<file path="src/rtl/spi_slave_fd.sv">
// spi_slave_fd: parametrised full-duplex SPI slave, oversampled in the clk domain.
// Supports all four SPI modes (CPOL/CPHA), any word width 2..32 and either bit
// order. Receives back-to-back words inside one SSEL frame. Transmit data comes
// in through a one-word holding register with a valid/ready handshake.
//
// Optional build macro: SPI_SLAVE_FD_WORDCNT_EN adds the word_cnt output.
//
// Ports:
//   clk, rst_n          system clock (>= 8x SCK), async active-low reset
//   SCK, SSEL, MOSI     asynchronous SPI pins (SSEL active low)
//   MISO, miso_oe       registered serial output and its pad enable
//   rx_data, rx_valid   last complete received word, one-cycle update pulse
//   tx_data, tx_valid   next word to transmit, accepted when tx_ready is high
//   tx_ready            holding register empty
//   tx_underrun         pulse: a word started with no held tx data
//   frame_err           pulse: SSEL released mid-word
//   word_cnt            (optional) words received in the current/last frame
module spi_slave_fd #(
    parameter int unsigned       WIDTH     = 8,
    parameter bit                CPOL      = 1'b0,
    parameter bit                CPHA      = 1'b0,
    parameter bit                MSB_FIRST = 1'b1,
    parameter logic [WIDTH-1:0]  IDLE_WORD = {WIDTH{1'b1}}
) (
    input  logic             clk,
    input  logic             rst_n,
    input  logic             SCK,
    input  logic             SSEL,
    input  logic             MOSI,
    output logic             MISO,
    output logic             miso_oe,
    output logic [WIDTH-1:0] rx_data,
    output logic             rx_valid,
    input  logic [WIDTH-1:0] tx_data,
    input  logic             tx_valid,
    output logic             tx_ready,
    output logic             tx_underrun,
    output logic             frame_err
`ifdef SPI_SLAVE_FD_WORDCNT_EN
    ,
    output logic [15:0]      word_cnt
`endif
);

    localparam int unsigned CW = (WIDTH > 1) ? $clog2(WIDTH) : 1;
    localparam logic [CW-1:0] LAST_BIT = CW'(WIDTH - 1);

    typedef enum logic {
        IDLE   = 1'b0,
        ACTIVE = 1'b1
    } state_t;

    // Bit that leaves the shift register first for the configured bit order
    function automatic logic first_bit(input logic [WIDTH-1:0] w);
        return MSB_FIRST ? w[WIDTH-1] : w[0];
    endfunction

    // Tx shift register after one bit has been sent
    function automatic logic [WIDTH-1:0] tx_adv(input logic [WIDTH-1:0] w);
        return MSB_FIRST ? {w[WIDTH-2:0], 1'b0} : {1'b0, w[WIDTH-1:1]};
    endfunction

    // ------------------------------------------------------------------
    // Pin synchronisers
    // ------------------------------------------------------------------
    logic [2:0] sck_r;
    logic [2:0] ssel_r;
    logic [1:0] mosi_r;

    always_ff @(posedge clk or negedge rst_n) begin
        if (!rst_n) begin
            sck_r  <= {3{CPOL}};
            ssel_r <= 3'b111;
            mosi_r <= 2'b00;
        end else begin
            sck_r  <= {sck_r[1:0], SCK};
            ssel_r <= {ssel_r[1:0], SSEL};
            mosi_r <= {mosi_r[0], MOSI};
        end
    end

    logic sck_rise;
    logic sck_fall;
    logic lead_edge;
    logic trail_edge;
    logic sample_edge;
    logic shift_edge;
    logic ssel_act;
    logic ssel_fall;
    logic mosi_data;

    // Edge classification by mode
    always_comb begin
        sck_rise    = (sck_r[2:1] == 2'b01);
        sck_fall    = (sck_r[2:1] == 2'b10);
        lead_edge   = CPOL ? sck_fall : sck_rise;
        trail_edge  = CPOL ? sck_rise : sck_fall;
        sample_edge = CPHA ? trail_edge : lead_edge;
        shift_edge  = CPHA ? lead_edge : trail_edge;
        ssel_act    = ~ssel_r[1];
        ssel_fall   = ssel_r[2] & ~ssel_r[1];
        mosi_data   = mosi_r[1];
    end

    // ------------------------------------------------------------------
    // Frame FSM
    // ------------------------------------------------------------------
    state_t state;
    state_t state_nx;
    logic   start_c;
    logic   stop_c;
    logic   sample_en_c;
    logic   shift_en_c;

    always_ff @(posedge clk or negedge rst_n) begin
        if (!rst_n) begin
            state <= IDLE;
        end else begin
            state <= state_nx;
        end
    end

    always_comb begin
        state_nx = state;
        unique case (state)
            IDLE:    if (ssel_fall) state_nx = ACTIVE;
            ACTIVE:  if (!ssel_act) state_nx = IDLE;
            default: state_nx = IDLE;
        endcase
    end

    // SCK edges only count while the frame is open
    always_comb begin
        start_c     = 1'b0;
        stop_c      = 1'b0;
        sample_en_c = 1'b0;
        shift_en_c  = 1'b0;
        unique case (state)
            IDLE: start_c = ssel_fall;
            ACTIVE: begin
                if (!ssel_act) begin
                    stop_c = 1'b1;
                end else begin
                    sample_en_c = sample_edge;
                    shift_en_c  = shift_edge;
                end
            end
            default: ;
        endcase
    end

    // ------------------------------------------------------------------
    // Datapath control
    // ------------------------------------------------------------------
    logic [CW-1:0]    bitcnt;
    logic [WIDTH-1:0] rx_shift;
    logic [WIDTH-1:0] rx_next;
    logic [WIDTH-1:0] tx_shift;
    logic [WIDTH-1:0] hold_data;
    logic             hold_full;
    logic             first_pend;
    logic             wrap_c;
    logic             load_c;
    logic             write_c;
    logic [WIDTH-1:0] load_word;

    always_comb begin
        wrap_c    = sample_en_c && (bitcnt == LAST_BIT);
        load_c    = start_c | wrap_c;
        write_c   = tx_valid & tx_ready;
        load_word = hold_full ? hold_data : IDLE_WORD;
        rx_next   = MSB_FIRST ? {rx_shift[WIDTH-2:0], mosi_data}
                              : {mosi_data, rx_shift[WIDTH-1:1]};
    end

    // Holding register: a same-cycle load consumes the old word, the write refills
    always_ff @(posedge clk or negedge rst_n) begin
        if (!rst_n) begin
            hold_data   <= '0;
            hold_full   <= 1'b0;
            tx_ready    <= 1'b1;
            tx_underrun <= 1'b0;
        end else begin
            tx_underrun <= load_c & ~hold_full;
            if (write_c) begin
                hold_data <= tx_data;
                hold_full <= 1'b1;
                tx_ready  <= 1'b0;
            end else if (load_c) begin
                hold_full <= 1'b0;
                tx_ready  <= 1'b1;
            end
        end
    end

    // Transmit shifter. first_pend marks a freshly loaded word whose first
    // bit must be presented (not shifted past) at the next shift edge.
    always_ff @(posedge clk or negedge rst_n) begin
        if (!rst_n) begin
            tx_shift   <= IDLE_WORD;
            MISO       <= first_bit(IDLE_WORD);
            first_pend <= 1'b0;
        end else if (start_c) begin
            tx_shift   <= load_word;
            MISO       <= first_bit(load_word);
            first_pend <= CPHA;
        end else if (wrap_c) begin
            tx_shift   <= load_word;
            first_pend <= 1'b1;
        end else if (shift_en_c) begin
            if (first_pend) begin
                MISO       <= first_bit(tx_shift);
                first_pend <= 1'b0;
            end else begin
                tx_shift <= tx_adv(tx_shift);
                MISO     <= first_bit(tx_adv(tx_shift));
            end
        end
    end

    // Receive shifter and bit counter (wraps modulo WIDTH)
    always_ff @(posedge clk or negedge rst_n) begin
        if (!rst_n) begin
            bitcnt    <= '0;
            rx_shift  <= '0;
            rx_data   <= '0;
            rx_valid  <= 1'b0;
            frame_err <= 1'b0;
            miso_oe   <= 1'b0;
        end else begin
            rx_valid  <= 1'b0;
            frame_err <= stop_c && (bitcnt != '0);
            miso_oe   <= (state_nx == ACTIVE);
            if (start_c || stop_c) begin
                bitcnt <= '0;
            end else if (sample_en_c) begin
                rx_shift <= rx_next;
                if (bitcnt == LAST_BIT) begin
                    bitcnt   <= '0;
                    rx_data  <= rx_next;
                    rx_valid <= 1'b1;
                end else begin
                    bitcnt <= bitcnt + CW'(1);
                end
            end
        end
    end

`ifdef SPI_SLAVE_FD_WORDCNT_EN
    // Words received since the last SSEL activation, saturating
    always_ff @(posedge clk or negedge rst_n) begin
        if (!rst_n) begin
            word_cnt <= 16'h0000;
        end else if (start_c) begin
            word_cnt <= 16'h0000;
        end else if (rx_valid && (word_cnt != 16'hFFFF)) begin
            word_cnt <= word_cnt + 16'd1;
        end
    end
`endif

endmodule
</file>
<file path="config.mk">
export PLATFORM = sky130hd
export DESIGN_NAME = spi_slave_fd
export DESIGN_NICKNAME = d
export VERILOG_FILES = /design/src/rtl/spi_slave_fd.sv
export SDC_FILE = /design/constraint.sdc
export NUM_CORES = 1
export LEC_CHECK = 0
export CORE_AREA = 4 4 73 75
export DETAILED_ROUTE_END_ITERATION = 7
export DIE_AREA = 0 0 77 79
export PLACE_DENSITY = 0.67
export SLEW_MARGIN = 30
export SYNTH_ARGS = -nofsm -noshare
export SYNTH_HDL_FRONTEND = slang
export SYNTH_SLANG_ARGS = --single-unit
</file>
<file path="constraint.sdc">
create_clock -name clk -period 5 [get_ports clk]
set_input_delay 0.5 -clock clk [delete_from_list [all_inputs] [get_ports clk]]
set_output_delay 0.5 -clock clk [all_outputs]
set_load 0.02 [all_outputs]
</file>
=== Word level (Yosys, flattened, before mapping) ===
Index checks and enable logic that the tools add are counted.

* RAM bits: 0
* Bits in read-only memories: 0
* Output and inout bits: 14
* Memories kept: 0
* Bits in latches: 0
* Register bits: 50
* Input port bits: 14

* Div/mod/pow operators: 0
* Add/subtract/negate cells: 1
* Reduce and logical (&&, ||, !) cells: 12
* Shift operators: 0
* Muxes and demuxes: 32
* Bitwise operators: 8
* Equal/unequal tests: 5
* $mul: 0
* $lt $le $gt $ge: 0

{| class="wikitable"
|+ Operators with widths
! cell !! count
|-
| $mux 8 || 5
|-
| $mux 1 || 23
|-
| $mux 3 || 3
|-
| $reduce_and 2->1 || 3
|-
| $reduce_bool 2->1 || 3
|-
| $reduce_bool 3->1 || 2
|-
| $not 1->1 || 4
|-
| $add 3x1->3 const B || 1
|-
| $and 1x1->1 || 3
|-
| $eq 3x3->1 const B || 1
|-
| $ne 3x2->1 const B || 1
|-
| $reduce_and 3->1 || 1
|-
| $eq 2x1->1 const B || 1
|-
| $eq 2x2->1 const B || 1
|-
| $logic_and 1x1->1 || 2
|-
| $ne 2x2->1 const B || 1
|-
| $pmux 1 s2 || 1
|-
| $logic_or 1x1->1 || 1
|-
| $or 1x1->1 || 1
|}

=== Logic depth before layout (Yosys ltp) ===
* Word-level depth: 7
* Gate-level depth with buffers: 6

=== Worst setup path after synthesis ===
No wires, ideal clock.

* Kind: flip-flop to flip-flop
* Start point: register bitcnt[0]
* End point: register rx_data[0]
* Stages on the path, launching flop included: 7
* Path buffers: 1
* Library setup time: 0.128 ns
* Path slack: 3.352 ns
* Data arrival time: 1.521 ns
* Required time: 4.872 ns
* Clock period less this slack: 1.648 ns
* Path through: dfrtp_1 ha_1 ha_1 nand3b_1 nor3b_1 buf_4 mux2_1

* Cells in the longest elaborated chain, start to end: 2

{| class="wikitable"
|+ RTL lines
! what !! RTL line !! source
|-
| start, declared || 155 || <nowiki>logic [CW-1:0] bitcnt;</nowiki>
|-
| start signal, assigned || 243 || <nowiki>bitcnt <= bitcnt + CW'(1);</nowiki>
|-
| $eq 3x3->1 || 238 || <nowiki>if (bitcnt == LAST_BIT) begin</nowiki>
|-
| $reduce_and 3->1 (no source line) || -- ||
|-
| end signal, assigned || 240 || <nowiki>rx_data <= rx_next;</nowiki>
|-
| end, declared || 32 || <nowiki>output logic [WIDTH-1:0] rx_data,</nowiki>
|}

Every way passes these cells.
A chain may end at the register's enable or synchronous reset.

=== Worst setup path after layout ===
Same ends and word-level chain as after synthesis.

==> flow_results.xml <==
<?xml version="1.0" encoding="UTF-8"?>
<metrics>
  <group name="floorplan">
    <metric name="area_of_the_core" unit="sq um">4660</metric>
    <metric name="start_util" unit="%">45.5</metric>
    <metric name="die_width" unit="um">77</metric>
    <metric name="ios" unit="">28</metric>
    <metric name="floorplan.die.height" unit="um">79</metric>
    <metric name="fp-row-count" unit="">25</metric>
    <metric name="floorplan.die_area" unit="sq um">6080</metric>
  </group>
  <group name="cells_and_area">
    <metric name="antenna_cells_inserted" unit="">0</metric>
    <metric name="layout.core_utilization" unit="%">54.0</metric>
    <metric name="fin_nets" unit="">200</metric>
    <metric name="fraction_of_layout_instances_using_a_drive_strength_above_1" unit="%">21.7</metric>
    <metric name="area.growth.synth_to_final" unit="%">18.7</metric>
  </group>
  <group name="clock_network">
    <metric name="h_tree_levels" unit="">2</metric>
    <metric name="cts_buffers" unit="">5</metric>
    <metric name="cts_hold_repair.buffers" unit="">0</metric>
    <metric name="clock-sinks" unit="">50</metric>
    <metric name="clkSlewWorstSetupHoldPaths" unit="ns">0.08</metric>
    <metric name="cts_tree" unit="">built</metric>
    <metric name="cts_root_buf" unit="">sky130_fd_sc_hd__clkbuf_8</metric>
    <metric name="postCtsResizedCells" unit="">0</metric>
    <metric name="cts_max_path_buffers" unit="">2</metric>
    <metric name="post_cts_buffers" unit="">0</metric>
    <metric name="clk_lat_worst_skew" unit="ns">0.29</metric>
  </group>
  <group name="worst_hold_path">
    <metric name="timing.hold.worst.class" unit="">input port to asynchronous set/reset pin</metric>
  </group>
  <group name="sta">
    <metric name="max_slew.worst_pin.slew" unit="ns">0.753</metric>
    <metric name="rsz0062_at_grt" unit="">no</metric>
    <metric name="finalHoldViolCount" unit="">0</metric>
    <metric name="fin_crit_period" unit="ns">2.10</metric>
    <metric name="setup_viol" unit="">0</metric>
    <metric name="finalSetupTns" unit="ns">0</metric>
    <metric name="worst_clock_skew" unit="ns">0.00469</metric>
    <metric name="report.final.slew_viol_count" unit="">0</metric>
    <metric name="slew_headroom" unit="%">49.0</metric>
    <metric name="finalCritPeriodShare" unit="%">42.0</metric>
    <metric name="timing.fmax" unit="MHz">477</metric>
  </group>
  <group name="critical_path">
    <metric name="start_kind" unit="">flip-flop</metric>
    <metric name="end_kind" unit="">flip-flop</metric>
    <metric name="worst_r2r_path_depth" unit="">5</metric>
    <metric name="cp.required" unit="ns">5.18</metric>
    <metric name="timing_worst_setup_path_type" unit="">flip-flop to flip-flop</metric>
    <metric name="worst_ep_arrival_time" unit="ns">2.28</metric>
    <metric name="timing.critical_path.fanout_max" unit="">9</metric>
  </group>
  <group name="power_and_ir_drop">
    <metric name="power_per_cell_area" unit="nW/um^2">356</metric>
    <metric name="ir_worst_vdd" unit="mV">0.201</metric>
    <metric name="report.power.total" unit="uW">895</metric>
    <metric name="leakage" unit="uW">0.00109</metric>
  </group>
  <group name="yosys">
    <metric name="synth-warning-count" unit="">0</metric>
    <metric name="yosysUniqueCellTypes" unit="">33</metric>
    <metric name="mappedNetlistNets" unit="">174</metric>
    <metric name="syn_avg_cell_area" unit="sq um">13.5</metric>
    <metric name="yosysTopAreaCellShare" unit="%">43.7</metric>
    <metric name="netlist.top_cell.by_area" unit="">sky130_fd_sc_hd__dfrtp_1</metric>
    <metric name="synthesis_stage_register_bit_count" unit="">50</metric>
    <metric name="post_synth_main_area_contributors" unit="">sky130_fd_sc_hd__dfrtp_1 44%, sky130_fd_sc_hd__dfstp_2 16%, sky130_fd_sc_hd__mux2_2 6.9%</metric>
    <metric name="synthCells" unit="">157</metric>
    <metric name="synth_seq_area_share" unit="%">59.8</metric>
    <metric name="netlist_area" unit="sq um">2120</metric>
  </group>
  <group name="outcome">
    <metric name="run_status" unit="">finished, final reports clean</metric>
  </group>
  <group name="routing">
    <metric name="post_drt_wl_per_cell" unit="um">16.3</metric>
    <metric name="num_vias" unit="">1339</metric>
    <metric name="detail_route.vias_per_cell" unit="">5.63</metric>
    <metric name="antenna_violating_nets_post_route" unit="">0</metric>
    <metric name="drc" unit="">0</metric>
    <metric name="drt_pass1_iterations" unit="">4</metric>
    <metric name="detailedRoute.firstIterationViolations" unit="">98</metric>
    <metric name="routed_wire_length" unit="um">3890</metric>
  </group>
  <group name="global_route">
    <metric name="grt_max_degree" unit="">51</metric>
    <metric name="grt_first_pass_wirelength" unit="um">6730</metric>
    <metric name="grt.total_usage" unit="%">14.0</metric>
    <metric name="globalRouteOverflowTotal" unit="">0</metric>
    <metric name="grt_antenna_before_repair" unit="">0</metric>
    <metric name="grt_pass1_vias" unit="">1422</metric>
  </group>
  <group name="placement">
    <metric name="buffer_ports.inserted" unit="">27</metric>
    <metric name="place.gp.congestion" unit="">0.794</metric>
    <metric name="dpl.hpwl" unit="um">2720</metric>
  </group>
  <group name="job">
    <metric name="max_cap_viol_count" unit="">0</metric>
  </group>
</metrics>
-- layout make-up --
type                    count  area, sq um
clock buffers               8          110
fillers                   389         2150
inverters                   6         22.5
multi-input cells          92          774
flip-flops and latches     50         1270
well taps                  54         67.6
repair buffers             28          273
-- through the flow --
step	setup slack, ns	hold WS [ns]	cell area (sq um)	instances
final	2.90	0.297	2510	238
after CTS	2.85	0.316	2510	238
after detailed placement	2.87	0.346	2400	230
after floorplan	3.35	0.204	2120	157
after global routing	2.72	0.350	2510	238
after global placement	2.67	0.338	2390	230
-- sequential cells by signal, indices dropped and copies added (netlist names), 2 cells and up --
register / cells
mosi_r: 2
rx_data: 8
ssel_r: 3
hold_data: 8
tx_shift: 8
sck_r: 3
rx_shift: 7
bitcnt: 3
-- Yosys cell counts (all sizes together) --
cell type,n
nand3b,1
ha,3
dfrtp,37
nand4bb,1
buf,7
mux2i,7
clkbuf,2
a31oi,7
mux2,24
nand4b,2
inv,5
a22o,1
a21o,1
and4bb,1
nor3b,3
nor4bb,1
o21ai,9
nand2b,2
nor2,7
a2111oi,6
o22a,1
a21oi,3
a211oi,2
dfstp,13
nand2,2
nand3,7
clkinv,1
nor2b,1
-- cell families after synthesis --
logic type / count (synthesis) / synth area share (%)
flops: 50 / 59.8
mux: 31 / 16.1
compound gates: 30 / 9.50
simple gates: 28 / 8.68
buf+inv: 15 / 4.19
fa+ha+maj: 3 / 1.77
-- metal layers --
metal | global-route usage, % | wire length [um] | part of all wire, %
met1 | 17.1 | 1680 | 43
met2 | 24.0 | 2020 | 52
met3 | 3.51 | 141 | 3.6
met4 | 5.34 | 53 | 1.4
met5 | 0 | 0 | 0
-- power by group --
| part | switching, uW | total [uW] | internal [uW] |
|---|---|---|---|
| combinational | 53.0 | 117 | 64.2 |
| clock | 123 | 263 | 140 |
| sequential | 37.9 | 515 | 477 |
-- path summary, 6_finish.rpt --
| path | from | to | slack (ns) |
|---|---|---|---|
| max | bitcnt[0] | rx_data[0] | 2.90 |
| min | rst_n | bitcnt[2] | 0.30 |
| max reg2reg | bitcnt[0] | rx_data[0] | 2.90 |
| min in group clk | mosi_r[0] | mosi_r[1] | 0.36 |
| min reg2reg | mosi_r[0] | mosi_r[1] | 0.36 |
| max in group asynchronous | rst_n | hold_data[6] | 4.30 |
-- placed cells by master (no fill, tap or decap), drive strengths merged, types with 2 or more instances in the layout --
cell type      Yosys  final
a31oi              7      7
ha                 3      3
mux2i              7      7
dfrtp             37     37
nor3b              3      3
a2111oi            6      6
nand2              2      2
a211oi             2      2
clkdlybuf4s50      0     26
nand2b             2      2
o21ai              9      9
nor2               7      7
nand3              7      7
clkbuf             2      8
dfstp             13     13
mux2              24     24
inv                5      5
nand4b             2      2
a21oi              3      3
buf                7      2
-- critical path: stages (launching register included) --
cell	delay (ns)
sky130_fd_sc_hd__dfrtp_1	0.41
sky130_fd_sc_hd__ha_1	0.18
sky130_fd_sc_hd__ha_1	0.27
sky130_fd_sc_hd__nand3b_1	0.12
sky130_fd_sc_hd__nor3b_2	0.61
sky130_fd_sc_hd__mux2_1	0.39
Note: power is estimated with default switching activity, not from simulation.
